File: src/rtl/reservation_station.sv
// reservation_station: Tomasulo reservation station feeding one functional unit.
// Ports: clock/reset_n (async active-low); issue_* write one instruction into the
// lowest free entry; cdb_* broadcast results that wake pending sources;
// fu_available/fu_done are FU handshakes; fu_* carry the dispatched instruction,
// tag and operands (fu_r2 = Vj, fu_r1 = Vk); busy_count counts occupied entries.
module reservation_station #(
   parameter int DEPTH  = 4,
   parameter int DATA_W = 16,
   parameter int TAG_W  = 3
) (
   input  logic                       clock,
   input  logic                       reset_n,
   input  logic                       issue_valid,
   output logic                       issue_ready,
   input  logic [DATA_W-1:0]          issue_inst,
   input  logic [TAG_W-1:0]           issue_tag,
   input  logic                       issue_qj_pend,
   input  logic [TAG_W-1:0]           issue_qj,
   input  logic [DATA_W-1:0]          issue_vj,
   input  logic                       issue_qk_pend,
   input  logic [TAG_W-1:0]           issue_qk,
   input  logic [DATA_W-1:0]          issue_vk,
   input  logic                       cdb_valid,
   input  logic [TAG_W-1:0]           cdb_tag,
   input  logic [DATA_W-1:0]          cdb_value,
   input  logic                       fu_available,
   input  logic                       fu_done,
   output logic                       fu_instruct_in,
   output logic [DATA_W-1:0]          fu_instruction,
   output logic [TAG_W-1:0]           fu_tag,
   output logic [DATA_W-1:0]          fu_r1,
   output logic [DATA_W-1:0]          fu_r2,
   output logic [$clog2(DEPTH+1)-1:0] busy_count
);
   localparam int CW = $clog2(DEPTH+1);
   localparam int IW = (DEPTH > 1) ? $clog2(DEPTH) : 1;
   typedef enum logic [1:0] {IDLE, DISPATCH, BUSY} state_t;
   state_t state, next_state;
   logic [DEPTH-1:0] valid, qj_pend, qk_pend, wake_j, wake_k;
   logic [DATA_W-1:0] inst [DEPTH];
   logic [DATA_W-1:0] vj [DEPTH];
   logic [DATA_W-1:0] vk [DEPTH];
   logic [TAG_W-1:0] tag [DEPTH];
   logic [TAG_W-1:0] qj [DEPTH];
   logic [TAG_W-1:0] qk [DEPTH];
   logic [IW-1:0] free_idx, rdy_idx;
   logic any_rdy, issue_fire, dispatch, byp_j, byp_k;
   // Downward scan leaves the lowest matching index in each selector.
   always_comb begin
      free_idx = '0;
      rdy_idx  = '0;
      any_rdy  = 1'b0;
      wake_j   = '0;
      wake_k   = '0;
      for (int i = DEPTH - 1; i >= 0; i--) begin
         if (!valid[i]) free_idx = IW'(i);
         if (valid[i] && !qj_pend[i] && !qk_pend[i]) begin
            rdy_idx = IW'(i);
            any_rdy = 1'b1;
         end
         wake_j[i] = cdb_valid && valid[i] && qj_pend[i] && qj[i] == cdb_tag;
         wake_k[i] = cdb_valid && valid[i] && qk_pend[i] && qk[i] == cdb_tag;
      end
   end
   assign issue_ready = busy_count < CW'(DEPTH);
   assign issue_fire  = issue_valid && issue_ready;
   assign dispatch    = state == IDLE && fu_available && any_rdy;
   assign byp_j       = cdb_valid && issue_qj_pend && issue_qj == cdb_tag;
   assign byp_k       = cdb_valid && issue_qk_pend && issue_qk == cdb_tag;
   // fu_available lags the strobe by one edge, so BUSY waits only on fu_done.
   always_comb begin
      next_state = state;
      next_state = (state == IDLE) ? (dispatch ? DISPATCH : IDLE) :
                   (state == DISPATCH) ? BUSY : (fu_done ? IDLE : BUSY);
   end
   always_ff @(posedge clock or negedge reset_n) begin
      if (!reset_n) state <= IDLE;
      else state <= next_state;
   end
   always_ff @(posedge clock or negedge reset_n) begin
      if (!reset_n) begin
         valid          <= '0;
         qj_pend        <= '0;
         qk_pend        <= '0;
         busy_count     <= '0;
         fu_instruct_in <= 1'b0;
         fu_instruction <= '0;
         fu_tag         <= '0;
         fu_r1          <= '0;
         fu_r2          <= '0;
      end else begin
         busy_count     <= busy_count + CW'(issue_fire) - CW'(dispatch);
         fu_instruct_in <= dispatch;
         if (dispatch) begin
            fu_instruction <= inst[rdy_idx];
            fu_tag         <= tag[rdy_idx];
            fu_r1          <= vk[rdy_idx];
            fu_r2          <= vj[rdy_idx];
         end
         for (int i = 0; i < DEPTH; i++) begin
            if (wake_j[i]) qj_pend[i] <= 1'b0;
            if (wake_k[i]) qk_pend[i] <= 1'b0;
            if (dispatch && rdy_idx == IW'(i)) valid[i] <= 1'b0;
            if (issue_fire && free_idx == IW'(i)) begin
               valid[i]   <= 1'b1;
               qj_pend[i] <= issue_qj_pend && !byp_j;
               qk_pend[i] <= issue_qk_pend && !byp_k;
            end
         end
      end
   end
   // Payload is qualified by valid/pend flags, so it needs no reset.
   always_ff @(posedge clock) begin
      for (int i = 0; i < DEPTH; i++) begin
         if (wake_j[i]) vj[i] <= cdb_value;
         if (wake_k[i]) vk[i] <= cdb_value;
         if (issue_fire && free_idx == IW'(i)) begin
            inst[i] <= issue_inst;
            tag[i]  <= issue_tag;
            qj[i]   <= issue_qj;
            qk[i]   <= issue_qk;
            vj[i]   <= byp_j ? cdb_value : issue_vj;
            vk[i]   <= byp_k ? cdb_value : issue_vk;
         end
      end
   end
endmodule

File: config.mk
export PLATFORM = sky130hd
export DESIGN_NAME = reservation_station
export DESIGN_NICKNAME = d
export VERILOG_FILES = /design/src/rtl/reservation_station.sv
export SDC_FILE = /design/constraint.sdc
export NUM_CORES = 1
export LEC_CHECK = 0
export BUFFER_PORTS_ARGS = -buffer_cell sky130_fd_sc_hd__buf_2
export CAP_MARGIN = 20
export CORE_MARGIN = 10
export CORE_UTILIZATION = 60
export CTS_CLUSTER_DIAMETER = 40
export DETAILED_ROUTE_END_ITERATION = 7
export HOLD_SLACK_MARGIN = 0.12
export PLACE_DENSITY = 0.81
export SETUP_SLACK_MARGIN = 0.05
export SLEW_MARGIN = 20
export SYNTH_ARGS = -nofsm -noshare
export SYNTH_HDL_FRONTEND = slang
export SYNTH_SLANG_ARGS = --single-unit
export TNS_END_PERCENT = 100
File: constraint.sdc
create_clock -name clock -period 5.7 [get_ports clock]
set_clock_uncertainty 0.1 [all_clocks]
set_input_delay 0.57 -clock clock [delete_from_list [all_inputs] [get_ports clock]]
set_output_delay 0.57 -clock clock [all_outputs]
set_load 0.005 [all_outputs]
==> flow_summary.yaml, run 1 <==
yosys:
  ys_ff_latch: 297
  synthXorXnorAreaFrac_pct: 2.12
  synth_edf_count: 228
  yosysSeqAreaShare_pct: 64.8
  synth_cell_types: 42
  synth-adder-area-share_pct: 0.341
  muxShareOfSynthArea_pct: 11.5
  syn_area_mm2: 0.0132
  synth_simple_gate_area_share_pct: 6.19
  synth_top_family_by_area: "compound AO/OA/AOI/OAI gates"
  syn_nets: 1010
  postSynthAreaPerCell_um2: 14.3
  synth-main-ff-cell: "edfxtp_1"
  syn_inst: 923
  async_flop_share_pct: 23.2
  synth_compound_area_share_pct: 11.7
  yosysWarningCount: 0
critical_path:
  regToRegEndpoint: "busy_count[2]$_DFF_PN0_"
  reg2reg_depth: 12
  path_class: "flip-flop to flip-flop"
  crit_path_top_delay_cell: "buf_4"
  end_kind: "flip-flop"
  crit_fanout: 55
  r2r_slack_ns: 2.19
  cp-start-kind: "flip-flop"
  cp-startpoint: "valid[0]$_DFFE_PN0P_"
  cp-endpoint: "busy_count[2]$_DFF_PN0_"
  worstPathCellList: "nor3b_2, buf_4, o41ai_4, inv_2, buf_4, ha_1, inv_1, ha_1, inv_1, fa_1, xnor2_1, xnor2_1"
  arrival_ns: 3.85
  cpPeakStageDelay_ns: 0.62
  r2r_start: "valid[0]$_DFFE_PN0P_"
  required_ns: 6.04
sta:
  slew_viol_final: 0
  rsz0062_at_grt: "no"
  hold_viol: 0
  fin_crit_sh_pct: 61.6
  period_needed_ns: 3.51
  setup_viol: 0
  max-slew-margin-rel_pct: 31.6
  tightest_slew_ns: 1.03
  max_freq_mhz: 285
  fin_setup_tns_ns: 0
finish:
  fin_util_pct: 70.6
  final_common_cell: "edfxtp_1"
  layout_common_cells: "228 x edfxtp_1, 138 x buf_2, 108 x mux2_2"
  nNetsFinal: 1139
  syn_to_final_growth_pct: 16.1
  layout-drive-gt1-share_pct: 34.1
  fill_cells: 1457
cts:
  cts.clk_slew.worst_paths_ns: 0.06
  cts_buffers: 37
  cts_tree: "yes"
  insertion_delay_ns: 0.52
  post_cts_buffers: 0
  cts.htree.levels: 2
  clkSinkCount: 297
  postCtsHoldBufs: 1
  ctsResizeCount: 0
  clockBufferDepth: 3
  clock_tree.root_cell: "clkbuf_16"
floorplanning:
  io_pins: 140
  die_h_um: 168
  chipWidth_um: 168
  die-area_mm2: 0.0284
  core_area_mm2: 0.0218
  rows: 54
  start_util_pct: 60.8
power_and_ir_drop:
  cellPowerDensity_mw_per_mm2: 544
  p_leak_nw: 5.57
  peakVddDrop_uv: 373
run_status:
  outcome: "completed"
global_routing:
  antenna_found_initial: 8
  grtUsageMet2_pct: 39.3
  grt_pass1_wl_mm: 54.8
  busiest_layer: "met2"
  track_usage_pct: 24.6
  overflow: 0
  grt_pass1_vias: 9567
  grt_start_max_net_pins: 70
  use_met1_pct: 30.3
  grt_use_met3_pct: 7.60
placed_design:
  io_buffers: 139
  detailed_place_hpwl_mm: 21.0
  gp_congestion: 0.810
route:
  drc: 0
  num_vias: 9061
  drt_iter0_drc: 964
  avgRoutedWirePerCell_um: 26.0
  totalWireLength_mm: 35.5
  drtPass1Iterations: 5
  final_antenna_net_count: 0
  viasPerCell: 6.63
hold_path:
  worstHoldPathType: "input port to asynchronous set/reset pin"
job:
  cap_violations: 0
## stage by stage
step / hold WS, ns / instance area (µm²) / total power, mW / instances / setup slack, ns
floorplan: 0.174 / 13200 / 5.02 / 923 / 2.75
global placement: 0.367 / 14100 / 5.92 / 1291 / 2.21
detailed placement: 0.380 / 14100 / 6.05 / 1292 / 2.21
CTS: 0.155 / 15300 / 8.34 / 1359 / 2.22
global route: 0.155 / 15300 / 8.76 / 1363 / 2.04
finish: 0.137 / 15300 / 8.35 / 1366 / 2.19
## sequential cells by signal, summed over array words and instances, names as in the netlist, 12 cells and up
signal,cells
fu_instruction,16
fu_r1,16
fu_r2,16
inst,64
qj,12
qk,12
tag,12
vj,64
vk,64
## area by class of cell
class                           instances  area (µm²)  share of cell area [%]
Antenna cell                            7        17.5                   0.114
Multi-Input combinational cell        536        4240                    27.6
Tap cell                              280         350                    2.28
Inverter                               19        71.3                   0.465
Clock buffer                           49        1030                    6.73
Timing Repair Buffer                  161         886                    5.77
Sequential cell                       297        8570                    55.9
Clock inverter                         17         178                    1.16
## how the worst min path moves through the flow
| stage | startpoint | endpoint | depth (start not counted) |
|---|---|---|---|
| 2_1_floorplan | reset_n | busy_count[0]$_DFF_PN0_ | 0 |
| 3_3_place_gp | state[1]$_DFF_PN0_ | state[1]$_DFF_PN0_ | 1 |
| 3_5_place_dp | fu_tag[2]$_DFFE_PN0P_ | fu_tag[2]$_DFFE_PN0P_ | 2 |
| 4_1_cts | issue_inst[11] | inst[1][11]$_DFFE_PP_ | 1 |
| 5_1_grt | issue_inst[12] | inst[2][12]$_DFFE_PP_ | 1 |
| 6_report | reset_n | fu_instruction[8]$_DFFE_PN0P_ | 1 |
## synth_stat cells (3+ instances only)
library cell	count	area share [%]
edfxtp_1	228	52
mux2_2	108	9.2
a21oi_1	95	3.6
dfrtp_1	69	13
nand4_1	53	2.5
nor2_1	52	1.5
a221oi_1	47	3.1
o2bb2ai_1	47	3.1
clkbuf_1	41	1.2
xnor2_1	22	1.5
mux2_4	20	2.3
inv_1	19	0.54
nand2_1	13	0.37
xor2_1	10	0.66
buf_1	9	0.26
a22oi_1	8	0.45
o21ai_0	8	0.30
o22ai_1	8	0.38
buf_2	7	0.26
buf_4	6	0.34
buf_6	6	0.51
nand2_2	6	0.28
or3b_2	5	0.33
and2_1	4	0.19
o221ai_1	4	0.26
nor3b_1	3	0.17
## critical path, delay by kind of cell, from the launching register on
kind,cells,cell delay [ns]
AOI/OAI and AO/OA,1,0.16
xor gates and xnor gates,2,0.32
adders and majority gates,3,0.89
buffers and inverters,5,1.33
DFF,1,0.42
and+or+nand+nor,1,0.19
## per-layer routing
| layer | wire (µm) | up-vias |
|---|---|---|
| li1 | - | 3899 |
| met1 | 13200 | 4520 |
| met2 | 17300 | 549 |
| met3 | 3920 | 91 |
| met4 | 1010 | 2 |
| met5 | 13 | - |
## power breakdown
group          total (mW)  switching [mW]  internal, mW
Combinational        2.90            1.85          1.05
Sequential           3.17           0.257          2.91
Clock                2.29           0.900          1.39
## logic make-up after synthesis
family	count (synthesis)
DFF	297
buffers and inverters	90
muxes	128
adders and majority gates	3
AOI/OAI and AO/OA	223
xor gates and xnor gates	32
and+or+nand+nor	150
(Power assumes the default switching activity.)
==> inputs of run 2 (changes only) <==
--- a/config.mk
+++ b/config.mk
@@ -8,11 +8,11 @@
 export BUFFER_PORTS_ARGS = -buffer_cell sky130_fd_sc_hd__buf_2
 export CAP_MARGIN = 20
 export CORE_MARGIN = 10
-export CORE_UTILIZATION = 60
+export CORE_UTILIZATION = 53
 export CTS_CLUSTER_DIAMETER = 40
 export DETAILED_ROUTE_END_ITERATION = 7
 export HOLD_SLACK_MARGIN = 0.12
-export PLACE_DENSITY = 0.81
+export PLACE_DENSITY = 0.76
 export SETUP_SLACK_MARGIN = 0.05
 export SLEW_MARGIN = 20
 export SYNTH_ARGS = -nofsm -noshare
==> constraint.sdc (replaced) <==
create_clock -name clock -period 2.9 [get_ports clock]
set_clock_uncertainty 0.1 [all_clocks]
set_input_delay 0.29 -clock clock [delete_from_list [all_inputs] [get_ports clock]]
set_output_delay 0.29 -clock clock [all_outputs]
set_load 0.005 [all_outputs]
==> run 2 against run 1 <==
Compared with the run above: cell count is 9.7% higher; register-to-register slack worse by 1.9 ns; sequential share of layout area decreased by 3.8 points; fmax is 34% higher; global-route usage is 1.8 points lower; worst setup slack got worse by 1.9 ns; clock power rose by 130%; sequential cell count unchanged; core utilization fell by 3.2 points; final area up 7.3%; count of clock-buffer cells in the layout is 2 lower; via count up 2.1%.
==> flow_summary.yaml, run 2 (same netlist as run 1, synthesis figures left out) <==
sta:
  fin_crit_sh_pct: 90.3
  period_needed_ns: 2.62
  hold_viol: 0
  max-slew-margin-rel_pct: 50.0
  rsz0062_at_grt: "no"
  tightest_slew_ns: 0.750
  max_freq_mhz: 382
  setup_viol: 0
  slew_viol_final: 0
  fin_setup_tns_ns: 0
critical_path:
  arrival_ns: 2.92
  crit_fanout: 54
  required_ns: 3.20
  cp-start-kind: "flip-flop"
  reg2reg_depth: 6
  path_class: "flip-flop to flip-flop"
  end_kind: "flip-flop"
floorplanning:
  core_area_mm2: 0.0245
  die_h_um: 178
  die-area_mm2: 0.0317
  io_pins: 140
  chipWidth_um: 178
  rows: 57
  start_util_pct: 54.1
cts:
  cts.clk_slew.worst_paths_ns: 0.06
  cts.htree.levels: 2
  cts_tree: "yes"
  insertion_delay_ns: 0.53
  clkSinkCount: 297
  clock_tree.root_cell: "clkbuf_16"
  cts_buffers: 40
  clockBufferDepth: 3
  ctsResizeCount: 0
finish:
  syn_to_final_growth_pct: 24.6
  nNetsFinal: 1225
  final_common_cell: "edfxtp_1"
  reg_top3: "inst x64, vj x64, vk x64"
  layout_common_cells: "228 x edfxtp_1, 138 x buf_2, 108 x mux2_2"
  layout-drive-gt1-share_pct: 33.3
  fin_util_pct: 67.4
route:
  totalWireLength_mm: 36.5
  final_antenna_net_count: 0
  drt_iter0_drc: 740
  viasPerCell: 6.18
  drc: 0
  avgRoutedWirePerCell_um: 24.4
  num_vias: 9251
  drtPass1Iterations: 5
global_routing:
  overflow: 0
  track_usage_pct: 22.8
  antenna_found_initial: 3
  grt_start_max_net_pins: 70
  grt_pass1_vias: 9888
  grt_pass1_wl_mm: 56.0
power_and_ir_drop:
  clkPwrFrac_pct: 30.0
  cellPowerDensity_mw_per_mm2: 1060
  peakVddDrop_uv: 723
  power_switching_mw: 6.14
  p_int_mw: 11.3
  pwr-share-comb_pct: 34.3
  swShare_pct: 35.2
  p_leak_nw: 6.04
  pwr-share-seq_pct: 35.7
placed_design:
  detailed_place_hpwl_mm: 21.3
  gp_congestion: 0.870
  io_buffers: 139
hold_path:
  worstHoldPathType: "input port to flip-flop"
  hold_path_depth: 2
job:
  cap_violations: 0
run_status:
  outcome: "completed"
==> run 2: changes by cell type in the layout (fill, tap and decap cells not counted), moves of 2 or more <==
cell	previous run	this run
buf_4	21	25
diode_2	7	4
clkinv_2	4	6
bufinv_16	2	7
buf_12	0	5
clkinvlp_4	1	3
clkbuf_1	8	3
clkbuf_16	39	41
dlygate4sd3_1	1	75
==> run 2: worst max-delay path, cell delays in order, from the launching register on <==
cell and delay (ns):
dfrtp_1 0.42, nor3b_2 0.33, buf_4 0.67, nor3_2 0.27
buf_12 0.27, a221oi_1 0.28, a21oi_1 0.13
==> run 2: repair_timing <==
action | in CTS | in global routing
hold buffers | 75 | 0
buffers inserted | 0 | 0
endpoints found under the hold margin | 304 | 0
==> run 2: area by class of cell <==
class | count | area [µm²]
fillers | 1660 | 7990
flip-flops and latches | 297 | 8570
repair buffers | 244 | 1740
clock buffers | 47 | 1080
clock inverters | 27 | 353
multi-input cells | 536 | 4240
inverters | 19 | 75.1
well taps | 324 | 405
diodes | 4 | 10.0
==> run 2: layer usage <==
layer  vias to the layer above  GRT usage, %  wire [µm]
met5                         -             0          0
met4                         0          8.06        900
met3                        81          4.55       3240
met2                       478          37.9      18100
met1                      4626          29.1      14200
li1                       4066             -          -
==> run 2: power by group through the flow <==
stage / clock network, mW / logic (mW) / registers, mW
4_1_cts: 5.26 / 5.95 / 6.22
3_5_place_dp: 0 / 5.82 / 6.29
5_1_grt: 5.47 / 6.45 / 6.31
2_1_floorplan: 0 / 3.68 / 6.21
3_3_place_gp: 0 / 5.69 / 6.25
6_report: 5.23 / 5.98 / 6.23
==> run 2: worst paths after layout <==
path                                        start                             to  slack (ns)
max in group asynchronous                 reset_n           fu_r1[4]$_DFFE_PN0P_        1.90
min                                 cdb_value[13]            vk[3][13]$_DFFE_PP_        0.15
min in group asynchronous                 reset_n  fu_instruction[8]$_DFFE_PN0P_        0.28
min reg2reg                    state[1]$_DFF_PN0_             state[1]$_DFF_PN0_        0.39
max reg2reg                qj_pend[0]$_DFFE_PN0P_  fu_instruction[0]$_DFFE_PN0P_        0.28
max                        qj_pend[0]$_DFFE_PN0P_  fu_instruction[0]$_DFFE_PN0P_        0.28
==> run 2: through the flow <==
| step | std cells | power, mW | hold WS (ns) | setup WS [ns] | cell area [µm²] |
|---|---|---|---|---|---|
| 2_1_floorplan | 923 | 9.89 | -0.106 | 0.0775 | 13200 |
| 3_3_place_gp | 1345 | 11.9 | 0.368 | 0.354 | 14300 |
| 3_5_place_dp | 1345 | 12.1 | 0.392 | 0.299 | 14300 |
| 4_1_cts | 1494 | 17.4 | 0.125 | 0.283 | 16500 |
| 5_1_grt | 1497 | 18.2 | 0.153 | 0.127 | 16500 |
| 6_report | 1498 | 17.4 | 0.146 | 0.281 | 16500 |
